$ cat config.mk
export PLATFORM = sky130hd
export DESIGN_NAME = serial_memory_loader
export DESIGN_NICKNAME = d
export VERILOG_FILES = /design/src/rtl/serial_memory_loader.sv
export SDC_FILE = /design/constraint.sdc
export NUM_CORES = 1
export LEC_CHECK = 0
export CAP_MARGIN = 15
export CORE_UTILIZATION = 30
export DETAILED_ROUTE_END_ITERATION = 8
export PLACE_DENSITY = 0.54
export SETUP_SLACK_MARGIN = 0.2
export SYNTH_ARGS = -nofsm -noshare
export SYNTH_HDL_FRONTEND = slang
export SYNTH_SLANG_ARGS = --single-unit
$ cat constraint.sdc
create_clock -name clk -period 2 [get_ports clk]
set_clock_uncertainty 0.05 [all_clocks]
set_input_delay 0.2 -clock clk [delete_from_list [all_inputs] [get_ports clk]]
set_output_delay 0.2 -clock clk [all_outputs]
set_load 0.02 [all_outputs]
$ cat src/rtl/serial_memory_loader.sv
// serial_memory_loader: byte-stream command front end that pauses the
// processor and performs word writes/reads on its external memory port.
// Commands: 'P' set pause, 'R' clear pause, 'W' addr[4] data[4] write,
// 'L' addr[4] read (answered with the 4 data bytes, MSB first).
// Ports:
//   clk, rst        clock, asynchronous active-low reset
//   rx_*            inbound byte stream (valid/ready)
//   tx_*            outbound response stream (valid/ready)
//   pause           processor pause request
//   mem_*           external memory control, address, data and modes
//   mem_data_in     read data returned by the memory
//   busy            high whenever the command FSM is not idle
module serial_memory_loader #(
  parameter logic [31:0] TIMEOUT_CYCLES = 32'd1000000,
  parameter logic [2:0]  MODE_WORD      = 3'd3,
  parameter logic [2:0]  MODE_NONE      = 3'd0
) (
  input  logic        clk,
  input  logic        rst,
  input  logic [7:0]  rx_data,
  input  logic        rx_valid,
  output logic        rx_ready,
  output logic [7:0]  tx_data,
  output logic        tx_valid,
  input  logic        tx_ready,
  output logic        pause,
  output logic        mem_ctrl,
  output logic [31:0] mem_address,
  output logic [31:0] mem_data,
  output logic [2:0]  mem_read_mode,
  output logic [2:0]  mem_write_mode,
  input  logic [31:0] mem_data_in,
  output logic        busy
);

  localparam logic [7:0] CMD_PAUSE  = 8'h50;
  localparam logic [7:0] CMD_RESUME = 8'h52;
  localparam logic [7:0] CMD_WRITE  = 8'h57;
  localparam logic [7:0] CMD_LOAD   = 8'h4C;
  localparam logic [7:0] RSP_ACK    = 8'h06;
  localparam logic [7:0] RSP_NAK    = 8'h15;

  typedef enum logic [2:0] {
    IDLE, GET_ADDR, GET_DATA, WRITE, READ0, READ1, SEND, RESP
  } state_t;

  state_t      state;
  logic [1:0]  byteCnt;
  logic        isWrite;
  logic [31:0] addrShift;
  logic [23:0] dataShift;
  logic [31:0] readShift;
  logic [31:0] timer;

  // Handshake, busy and memory strobes are pure decodes of the state flops.
  assign rx_ready       = (state == IDLE) || (state == GET_ADDR) || (state == GET_DATA);
  assign tx_valid       = (state == SEND) || (state == RESP);
  assign busy           = (state != IDLE);
  assign mem_ctrl       = (state == WRITE) || (state == READ0) || (state == READ1);
  assign mem_write_mode = (state == WRITE) ? MODE_WORD : MODE_NONE;
  assign mem_read_mode  = ((state == READ0) || (state == READ1)) ? MODE_WORD : MODE_NONE;

  // Command FSM with payload assembly, inter-byte timeout and response path.
  always_ff @(posedge clk or negedge rst) begin
    if (!rst) begin
      state       <= IDLE;
      byteCnt     <= 2'd0;
      isWrite     <= 1'b0;
      addrShift   <= 32'd0;
      dataShift   <= 24'd0;
      readShift   <= 32'd0;
      timer       <= 32'd0;
      tx_data     <= 8'd0;
      pause       <= 1'b0;
      mem_address <= 32'd0;
      mem_data    <= 32'd0;
    end else begin
      case (state)
        IDLE: begin
          if (rx_valid) begin
            byteCnt <= 2'd0;
            timer   <= 32'd0;
            case (rx_data)
              CMD_PAUSE: begin
                pause   <= 1'b1;
                tx_data <= RSP_ACK;
                state   <= RESP;
              end
              CMD_RESUME: begin
                pause   <= 1'b0;
                tx_data <= RSP_ACK;
                state   <= RESP;
              end
              CMD_WRITE, CMD_LOAD: begin
                // Memory commands are refused unless the processor is paused.
                if (pause) begin
                  isWrite <= (rx_data == CMD_WRITE);
                  state   <= GET_ADDR;
                end else begin
                  tx_data <= RSP_NAK;
                  state   <= RESP;
                end
              end
              default: begin
                tx_data <= RSP_NAK;
                state   <= RESP;
              end
            endcase
          end
        end
        GET_ADDR: begin
          if (rx_valid) begin
            timer     <= 32'd0;
            byteCnt   <= byteCnt + 2'd1;
            addrShift <= {addrShift[23:0], rx_data};
            if (byteCnt == 2'd3) begin
              if (isWrite) begin
                state <= GET_DATA;
              end else begin
                mem_address <= {addrShift[23:0], rx_data};
                state       <= READ0;
              end
            end
          end else if (timer == TIMEOUT_CYCLES - 32'd1) begin
            tx_data <= RSP_NAK;
            state   <= RESP;
          end else begin
            timer <= timer + 32'd1;
          end
        end
        GET_DATA: begin
          if (rx_valid) begin
            timer     <= 32'd0;
            byteCnt   <= byteCnt + 2'd1;
            dataShift <= {dataShift[15:0], rx_data};
            // Address/data outputs only move once the whole packet is in.
            if (byteCnt == 2'd3) begin
              mem_address <= addrShift;
              mem_data    <= {dataShift, rx_data};
              state       <= WRITE;
            end
          end else if (timer == TIMEOUT_CYCLES - 32'd1) begin
            tx_data <= RSP_NAK;
            state   <= RESP;
          end else begin
            timer <= timer + 32'd1;
          end
        end
        WRITE: begin
          tx_data <= RSP_ACK;
          state   <= RESP;
        end
        READ0: state <= READ1;
        READ1: begin
          // First byte goes straight to tx_data; the rest queue up MSB first.
          tx_data   <= mem_data_in[31:24];
          readShift <= {mem_data_in[23:0], 8'h00};
          byteCnt   <= 2'd0;
          state     <= SEND;
        end
        SEND: begin
          if (tx_ready) begin
            if (byteCnt == 2'd3) begin
              state <= IDLE;
            end else begin
              byteCnt   <= byteCnt + 2'd1;
              tx_data   <= readShift[31:24];
              readShift <= {readShift[23:0], 8'h00};
            end
          end
        end
        RESP: begin
          if (tx_ready) state <= IDLE;
        end
        default: state <= IDLE;
      endcase
    end
  end

endmodule

* After elaboration in Yosys (flattened, before gate mapping) *
Index checks and enable logic that the tools add are counted.

operators by class
  shifts and indexed selects = 0
  multipliers = 0
  magnitude comparators = 0
  muxes and demuxes = 42
  divide/modulo/power cells = 0
  reductions and logical operators = 28
  eq/ne operators = 30
  add/subtract/negate cells = 2
  bitwise operators = 0

operators with widths
  kind                                                                     count
  32-bit 2-to-1 mux                                                        10
  32-bit case mux with 2 select lines                                      3
  8-bit 2-to-1 mux                                                         6
  8-bit case mux with 5 select lines                                       1
  3-bit 2-to-1 mux                                                         12
  32-bit by 1-bit adder with 32-bit output, second input constant          1
  32-bit by 20-bit equality test with 1-bit output, second input constant  1
  8-bit by 7-bit equality test with 1-bit output, second input constant    4
  3-bit case mux with 8 select lines                                       1
  2-bit != test, second input constant                                     8
  8-bit case mux with 2 select lines                                       1
  3-bit equality test, second input constant                               4
  2-bit 2-to-1 mux                                                         6
  3-bit AND reduction                                                      4
  6-bit AND reduction                                                      2
  2-bit by 1-bit != test with 1-bit output, second input constant          5
  2-bit case mux with 4 select lines                                       1
  2-bit nonzero test                                                       4
  7-bit AND reduction                                                      1
  3-bit by 2-bit equality test with 1-bit output, second input constant    2
  1-bit logical OR                                                         6
  3-bit by 2-bit != test with 1-bit output, second input constant          2
  3-bit != test, second input constant                                     2
  2-bit OR reduction                                                       3
  other kinds (11)                                                         12

word-level totals
  register bits = 199
  memories = 0
  bits in read-only memories = 0
  bits in latches = 0
  bits of input ports = 44
  output and inout bits = 83
  memory bits (writable) = 0
  word-level logic and storage cells = 113

* Logic depth before layout (Yosys ltp) *
Gate-level depths: netlist of run 1.

  word-level depth = 5
  mapped depth = 9

* Least setup slack after synthesis of run 1 *
No wires, ideal clock.

  path kind = flip-flop to flip-flop
  from = register timer[0]
  to = register tx_data[1]
  cell stages (with the launch flop) = 8
  path slack = -0.096 ns
  period minus slack after synthesis = 2.096 ns
  required time = 1.825 ns
  setup time = 0.125 ns
  arrival = 1.921 ns
  cells stage by stage = dfrtp_1 ha_1 nand3_1 or3_1 o2bb2ai_1 a211o_1 buf_6 mux2_4

between the ends
  word-level cells in the longest chain between the ends = 3

RTL lines
  item                                                RTL line  RTL
  start, declared                                     53        logic [31:0] timer;
  start signal, assigned                              128       timer <= timer + 32'd1;
  start signal, assigned                              146       timer <= timer + 32'd1;
  32-bit by 20-bit equality test with 1-bit output    124, 142
  2-bit by 1-bit != test with 1-bit output (no line)  --
  7-bit AND reduction (no line)                       --
  end signal, assigned                                156       tx_data <= mem_data_in[31:24];
  end signal, assigned                                167       tx_data <= readShift[31:24];
  end, declared                                       23        output logic [7:0] tx_data,

Every way passes these cells.
A chain may end at the register's enable or synchronous reset.

* Worst setup path after layout of run 1 *
  from = register timer[8]
  to = register tx_data[1]

The elaborated chain is that of the path after synthesis.

==> results of run 1 <==
-- layer usage --
| metal | vias to the layer above | global-route usage [%] | wire (um) |
|---|---|---|---|
| li1 | 3157 | - | - |
| met4 | 0 | 5.271 | 390 |
| met2 | 101 | 24.06 | 11480 |
| met1 | 3316 | 20.51 | 11140 |
| met3 | 25 | 2.747 | 725 |
| met5 | - | 0 | 0 |
-- placed cells by master, fill, tap and decap left out, types with 6 or more instances in the layout --
| cell type | synthesis | layout |
|---|---|---|
| dfrtp_1 | 191 | 188 |
| clkdlybuf4s50_1 | 0 | 115 |
| buf_4 | 6 | 85 |
| mux2_4 | 5 | 66 |
| nand2_1 | 69 | 50 |
| buf_6 | 4 | 45 |
| mux2i_1 | 51 | 43 |
| nor2_1 | 45 | 37 |
| mux2_2 | 87 | 29 |
| clkbuf_16 | 0 | 29 |
| o21ai_0 | 62 | 27 |
| o21ai_1 | 2 | 26 |
| buf_12 | 0 | 16 |
| xor2_1 | 15 | 15 |
| nand2_2 | 0 | 14 |
| nand4_1 | 12 | 12 |
| a22o_1 | 12 | 12 |
| nand3_2 | 0 | 11 |
| a21oi_1 | 15 | 11 |
| o21ai_2 | 0 | 11 |
| inv_1 | 12 | 10 |
| nor4_4 | 3 | 8 |
| nor2_4 | 0 | 7 |
| mux2i_2 | 0 | 6 |
-- cell type report --
| type | count | area (sq um) |
|---|---|---|
| fill | 2568 | 14780 |
| inverter | 13 | 51.30 |
| clock buffer | 18 | 429.2 |
| tap | 378 | 473.0 |
| clock inverter | 14 | 190.2 |
| timing repair buffer | 279 | 2980 |
| sequential | 191 | 4783 |
| multi-input combinational | 492 | 4397 |
-- stage by stage --
step | instances | utilization (%) | hold WS, ps | TNS [ps]
finish | 1385 | 47.37 | 183.6 | -323.3
global route | 1385 | 47.37 | 208.4 | -1127
CTS | 1345 | 42.94 | 186.3 | -204.4
detailed placement | 1295 | 39.39 | 100.0 | -7659
global placement | 1295 | 39.39 | 107.4 | -8139
floorplan | 740 | - | -145.6 | -40.89
-- path summary, 6_finish.rpt --
path | start | to | slack, ps
setup / recovery | timer[8] | tx_data[1] | -50
hold / removal | rst | readShift[15] | 180
setup reg to reg | timer[8] | tx_data[1] | -50
hold reg to reg | readShift[20] | readShift[20] | 430
max in group asynchronous | rst | mem_address[17] | 1070
min in group clk | mem_data_in[1] | readShift[9] | 320
-- power groups by stage --
stage | logic, mW | clock network, mW | registers (mW)
2_1_floorplan | 3.33 | 0 | 6.34
3_3_place_gp | 6.09 | 0 | 6.05
3_5_place_dp | 6.15 | 0 | 6.07
4_1_cts | 6.60 | 3.71 | 6.01
5_1_grt | 9.13 | 3.85 | 6.29
6_report | 8.55 | 3.60 | 6.11
-- sequential cells by signal (all words and copies together) (netlist names), 2 cells and up --
name and cells:
dataShift 24, readShift 24, timer 32, addrShift 32, tx_data 8, byteCnt 2
mem_address 32, state 3, mem_data 32
-- cells by family (layout without fill, tap and decap cells) --
family	count (synthesis)	count (layout)	share of synthesized area, %
AND/OR/NAND/NOR	200	200	12.00
flip-flops	191	191	55.22
multiplexers	146	146	18.47
AO/OA/AOI/OAI	123	123	8.760
buffers and inverters	57	324	3.296
XOR/XNOR	19	19	1.923
adder cells (fa/ha/maj)	2	2	0.2891
other	1	2	0.04332
-- what timing repair did --
item / 4_1_cts / 5_1_grt
gates cloned: 1 / 18
hold buffers: 1 / 0
endpoints found under the hold margin: 33 / 0
pin swaps: 23 / 69
buffers inserted: 16 / 22
resized for setup: 92 / 205
setup endpoints to repair: 53 / 163
==> results.md, run 1 <==
* Core area at 0.02809 sq mm
* PortBufs at 124
* Post-Synthesis Cells at 739
* Worst-skew pair later-pin latency at 430 ps
* Vias per cell at 4.765
* Power consumption at 18.26 mW
* Area delta synth->final at 53.70%
* CTS tree: done
* Cell variety after synth at 64
* Max_cap viols at 0
* Crit path max-delay cell type: dfrtp_1
* Total net switching power at 6.411 mW
* Outcome: complete, but fails checks
* Nets at 1,040
* Static Leak at 5.988 nW
* Final Cycle Share at 102.5%
* Drc violations at 0
* Failing checks: setup timing
* GPL Wtd Cong at 0.8024
* Vias in the first global route at 6,381
* Synth Flop Type: dfrtp_1
* Share of the synthesized area in the top cell type at 55.22%
* CP endpoint kind: flop
* Starting Density at 30.82%
* Pint at 11.85 mW
* YS warnings at 0
* Family with the most delay on the worst path: simple AND/OR/NAND/NOR gates
* Synthesized area per cell at 11.71 sq um
* Bufs and invs on worst path at 0
* Number of H-tree levels at 4
* Final worst slack at -50.39 ps
* Via Count at 6,599
* CP cell instances: nor4b_4 > nand4_2 > or2_4 > a211o_4 > mux2_4
* Clock slew at reported path FFs at 80 ps
* Worst Setup Start Kind: flop
* Sequential cell area fraction in the yosys report at 55.22%
* Switch share at 35.11%
* Clk sink count at 191
* Initial antenna violation count at 0
* Routed wire length at 23,730 um
* Seq pwr share at 33.5%
* Post-route cell area at 0.01330 sq mm
* Max IR drop VDD at 0.5441 mV
* Worst EP required at 2270 ps
* EDFF count, synth at 0
* Final-report max-slew violation count at 0
* Comb pwr share at 46.8%
* Arrival time worst endpoint at 2320 ps
* HP Class: in -> async
* Clk Tree Root Cell: clkbuf_16
* Clk buf depth at 2
* Yosys reg bits at 191
* Area after DPL at 0.01106 sq mm
* Chip width at 171.9 um
* First-pass GRT wire length at 34,550 um
* Crit path time final at 2050 ps
* Iteration-0 DRC Markers at 283
* Reg2Reg Depth at 5
* Most common cell in the netlist: dfrtp_1
* DR WL/cell at 17.13 um
* Power share of the clock group at 19.7%
* RSZ-0062 raised after global routing: true
* Rows at 61
* Post-route ant nets at 0
* # IOs at 127
* CP max stage delay at 410 ps
* Crit path max fanout at 6
* Top cells by area, synth: dfrtp_1 55%, mux2_2 11%, mux2i_1 5.9%
* CTS buffer count at 17
* Share of cells above drive strength 1 at 40.02%
* First-pass iteration count of the detailed router at 4
* Final hold viol count at 0
* Cell Area, Synth at 0.008656 sq mm
* Full die area at 0.02954 sq mm
* Vert. Die Dim at 171.9 um
* Async S/R FF share, synth at 100.0%
* Final setup viols at 7
* GRT Overall Usage at 15.08%
* FMAX at 487.7 MHz
* Synth cell count leaders: 191 x dfrtp_1, 87 x mux2_2, 69 x nand2_1
* Total grt overflow at 0
* Power Dens Cells at 1372 mW/mm^2
* Largest net degree at the start of global routing at 65
* Detailed placer's ending HPWL at 14,330 um
* Leading area contributor after synthesis: dfrtp_1
* Critical path depth at 5
* Critical path class: reg -> reg
* N_diodes at 0
* Pre-CTS WS at -464.3 ps
Power figures use the tool's default switching activity.
==> inputs of run 2 (changes only) <==
--- a/config.mk
+++ b/config.mk
@@ -6,10 +6,11 @@
 export NUM_CORES = 1
 export LEC_CHECK = 0
 export CAP_MARGIN = 15
-export CORE_UTILIZATION = 30
+export CORE_UTILIZATION = 49
 export DETAILED_ROUTE_END_ITERATION = 8
-export PLACE_DENSITY = 0.54
+export PLACE_DENSITY = 0.79
 export SETUP_SLACK_MARGIN = 0.2
+export SLEW_MARGIN = 25
 export SYNTH_ARGS = -nofsm -noshare
 export SYNTH_HDL_FRONTEND = slang
 export SYNTH_SLANG_ARGS = --single-unit
==> run 2 against run 1 <==
Compared with the run above:
- power is 1.9% higher
- highest routed layer unchanged
- critical endpoint is now timer[3]
- critical path depth up 4
- wire length is 6.8% higher
- non-clock buffer count is 12 higher
- clock-buffer cell count stayed put
- register-to-register slack lost 150 ps
- the flow still finishes with violations (setup timing)
- sequential share of layout area up 0.28 points
- clock power about the same
- worst setup slack got worse by 150 ps
- via count grew 6.6%
- utilization up 29 points
==> results.md, run 2 (synthesized netlist as in run 1, its figures left out) <==
* Outcome: complete, but fails checks
* Failing checks: setup timing
* PortBufs at 124 (unchanged)
* Vert. Die Dim at 134.9 um (-22%)
* Worst Setup Start Kind: flop
* Flip-flop and latch area at 0.004785 sq mm (about the same)
* N_diodes at 0 (unchanged)
* Crit path max-delay cell type: dfrtp_1
* Final setup viols at 24 (+17)
* Post-route ant nets at 0 (unchanged)
* Max_cap viols at 0 (unchanged)
* GPL Wtd Cong at 0.8700 (+8.4%)
* Min Hold Slack at 238.8 ps (+55.16 ps)
* Vias in the first global route at 6,674 (+4.6%)
* Setup TNS at -2183 ps (-1860 ps)
* Fill cell count at 1,027 (-60%)
* CP endpoint kind: flop
* Largest net degree at the start of global routing at 65 (unchanged)
* GRT Overall Usage at 23.80% (+8.7 points)
* Met2 Use GR at 38.46% (+14 points)
* CTS buffer count at 17 (unchanged)
* Commonest non-fill, non-tap cell in the layout: dfrtp_1
* Crit path time final at 2197 ps (+146.4 ps)
* Grt met1 use at 31.15% (+11 points)
* Max IR drop VDD at 1.021 mV (+88%)
* Routed wire length at 25,340 um (+6.8%)
* Pre-CTS WS at -374.1 ps (+90.16 ps)
* Vias per cell at 5.657 (+19%)
* Iteration-0 DRC Markers at 515 (+82%)
* Crit path max fanout at 3 (-3)
* Power Dens Cells at 1409 mW/mm^2 (+2.7%)
* Arrival time worst endpoint at 2490 ps (+170 ps)
* DR WL/cell at 20.37 um (+19%)
* Area delta synth->final at 52.56%
* Number of H-tree levels at 4 (unchanged)
* Clk buf depth at 2 (unchanged)
* Dpl cells at 1,151 (-11%)
* HP Class: in -> async
* Final Cycle Share at 109.8% (+7.3 points)
* Worst EP required at 2290 ps (+20 ps)
* Most used cell, CP: buf_6
* Final-report max-slew violation count at 0 (unchanged)
* Critical path class: reg -> reg
* Post-route cell area at 0.01321 sq mm (-0.74%)
* Final hold viol count at 0 (unchanged)
* Rows at 48 (-21%)
* Chip width at 134.9 um (-22%)
* Initial antenna violation count at 0 (unchanged)
* Area after DPL at 0.01090 sq mm (-1.5%)
* CP cell instances: ha_4 > nand3_2 > or3_4 > buf_6 > nor4_4 > buf_4 > buf_6 > o21ai_1 > a21oi_1
* GRT met3 Usage at 5.743% (+3.0 points)
* Drc violations at 0 (unchanged)
* Most frequent cells in the layout: 187 x dfrtp_1, 114 x clkdlybuf4s50_1, 98 x buf_4, 64 x mux2_2, 49 x nand2_1
* Starting Density at 50.04% (+19 points)
* Core area at 0.01730 sq mm (-38%)
* Final worst slack at -196.8 ps (-146.4 ps)
* Detailed placer's ending HPWL at 13,190 um (-8.0%)
* Full die area at 0.01820 sq mm (-38%)
* RSZ-0062 raised after global routing: true
* FMAX at 455.2 MHz (-6.7%)
* Share of cells above drive strength 1 at 41.41% (+1.4 points)
* Nets at 1,052 (+1.2%)
* CP max stage delay at 400 ps (about the same)
* Clk Tree Root Cell: clkbuf_16
* Clock slew at reported path FFs at 80 ps (about the same)
* Total grt overflow at 0 (unchanged)
* GR peak layer: met2
* Clk sink count at 191 (unchanged)
* Worst-skew pair later-pin latency at 440 ps (about the same)
* CTS tree: done
* Via Count at 7,037 (+6.6%)
* # IOs at 127 (unchanged)
* First-pass GRT wire length at 33,750 um (-2.3%)
* Cell Count, Final, Fillers Out at 1,244 (-10%)
* Multi-input gate area at 0.004379 sq mm (-0.40%)
* Static Leak at 6.004 nW (+0.27%)
* First-pass iteration count of the detailed router at 4 (unchanged)
[run 2: worst max-delay path: cells and delay by family, from the launching register on]
family | cells | cell delay [ps]
fa+ha+maj | 1 | 160
flops | 1 | 400
compound gates | 2 | 260
buf+inv | 3 | 430
simple gates | 3 | 790
[run 2: per-stage QoR]
stage | util [%] | power (mW)
2_1_floorplan | - | 9.670
3_3_place_gp | 63.03 | 11.98
3_5_place_dp | 63.03 | 12.21
4_1_cts | 68.73 | 16.16
5_1_grt | 76.35 | 19.44
6_report | 76.35 | 18.61
[run 2: layout make-up]
cell class | count | area share (%)
inverter | 13 | 0.3885
timing repair buffer | 291 | 23.30
clock buffer | 18 | 3.326
sequential | 191 | 36.23
tap | 225 | 2.132
clock inverter | 14 | 1.459
multi-input combinational | 492 | 33.16
[run 2: what timing repair did]
action	CTS	global route
setup buffers	17	24
pin swaps	27	56
endpoints found under the setup margin	72	196
gates resized for setup	77	214
cloned	0	19
endpoints found under the hold margin	52	0
hold buffers	1	0
[run 2: report_power, final]
group	switching [mW]	internal [mW]
Clock	1.66	1.95
Sequential	1.07	5.12
Combinational	4.03	4.78
Total	6.76	11.9
[run 2: per-layer routing]
metal,vias up,routed length (um)
met5,-,0
met2,194,13100
met1,3595,10500
li1,3178,-
met3,70,866
met4,0,870
[run 2: worst paths after layout]
path / depth (start not counted) / slack, ps / from / end
min: 2 / 240 / rst / mem_address[30]
max in group asynchronous: 3 / 980 / rst / timer[3]
min reg2reg: 2 / 430 / mem_address[30] / mem_address[30]
max: 9 / -200 / timer[1] / timer[3]
max reg2reg: 9 / -200 / timer[1] / timer[3]
min in group clk: 2 / 310 / mem_data_in[2] / readShift[10]
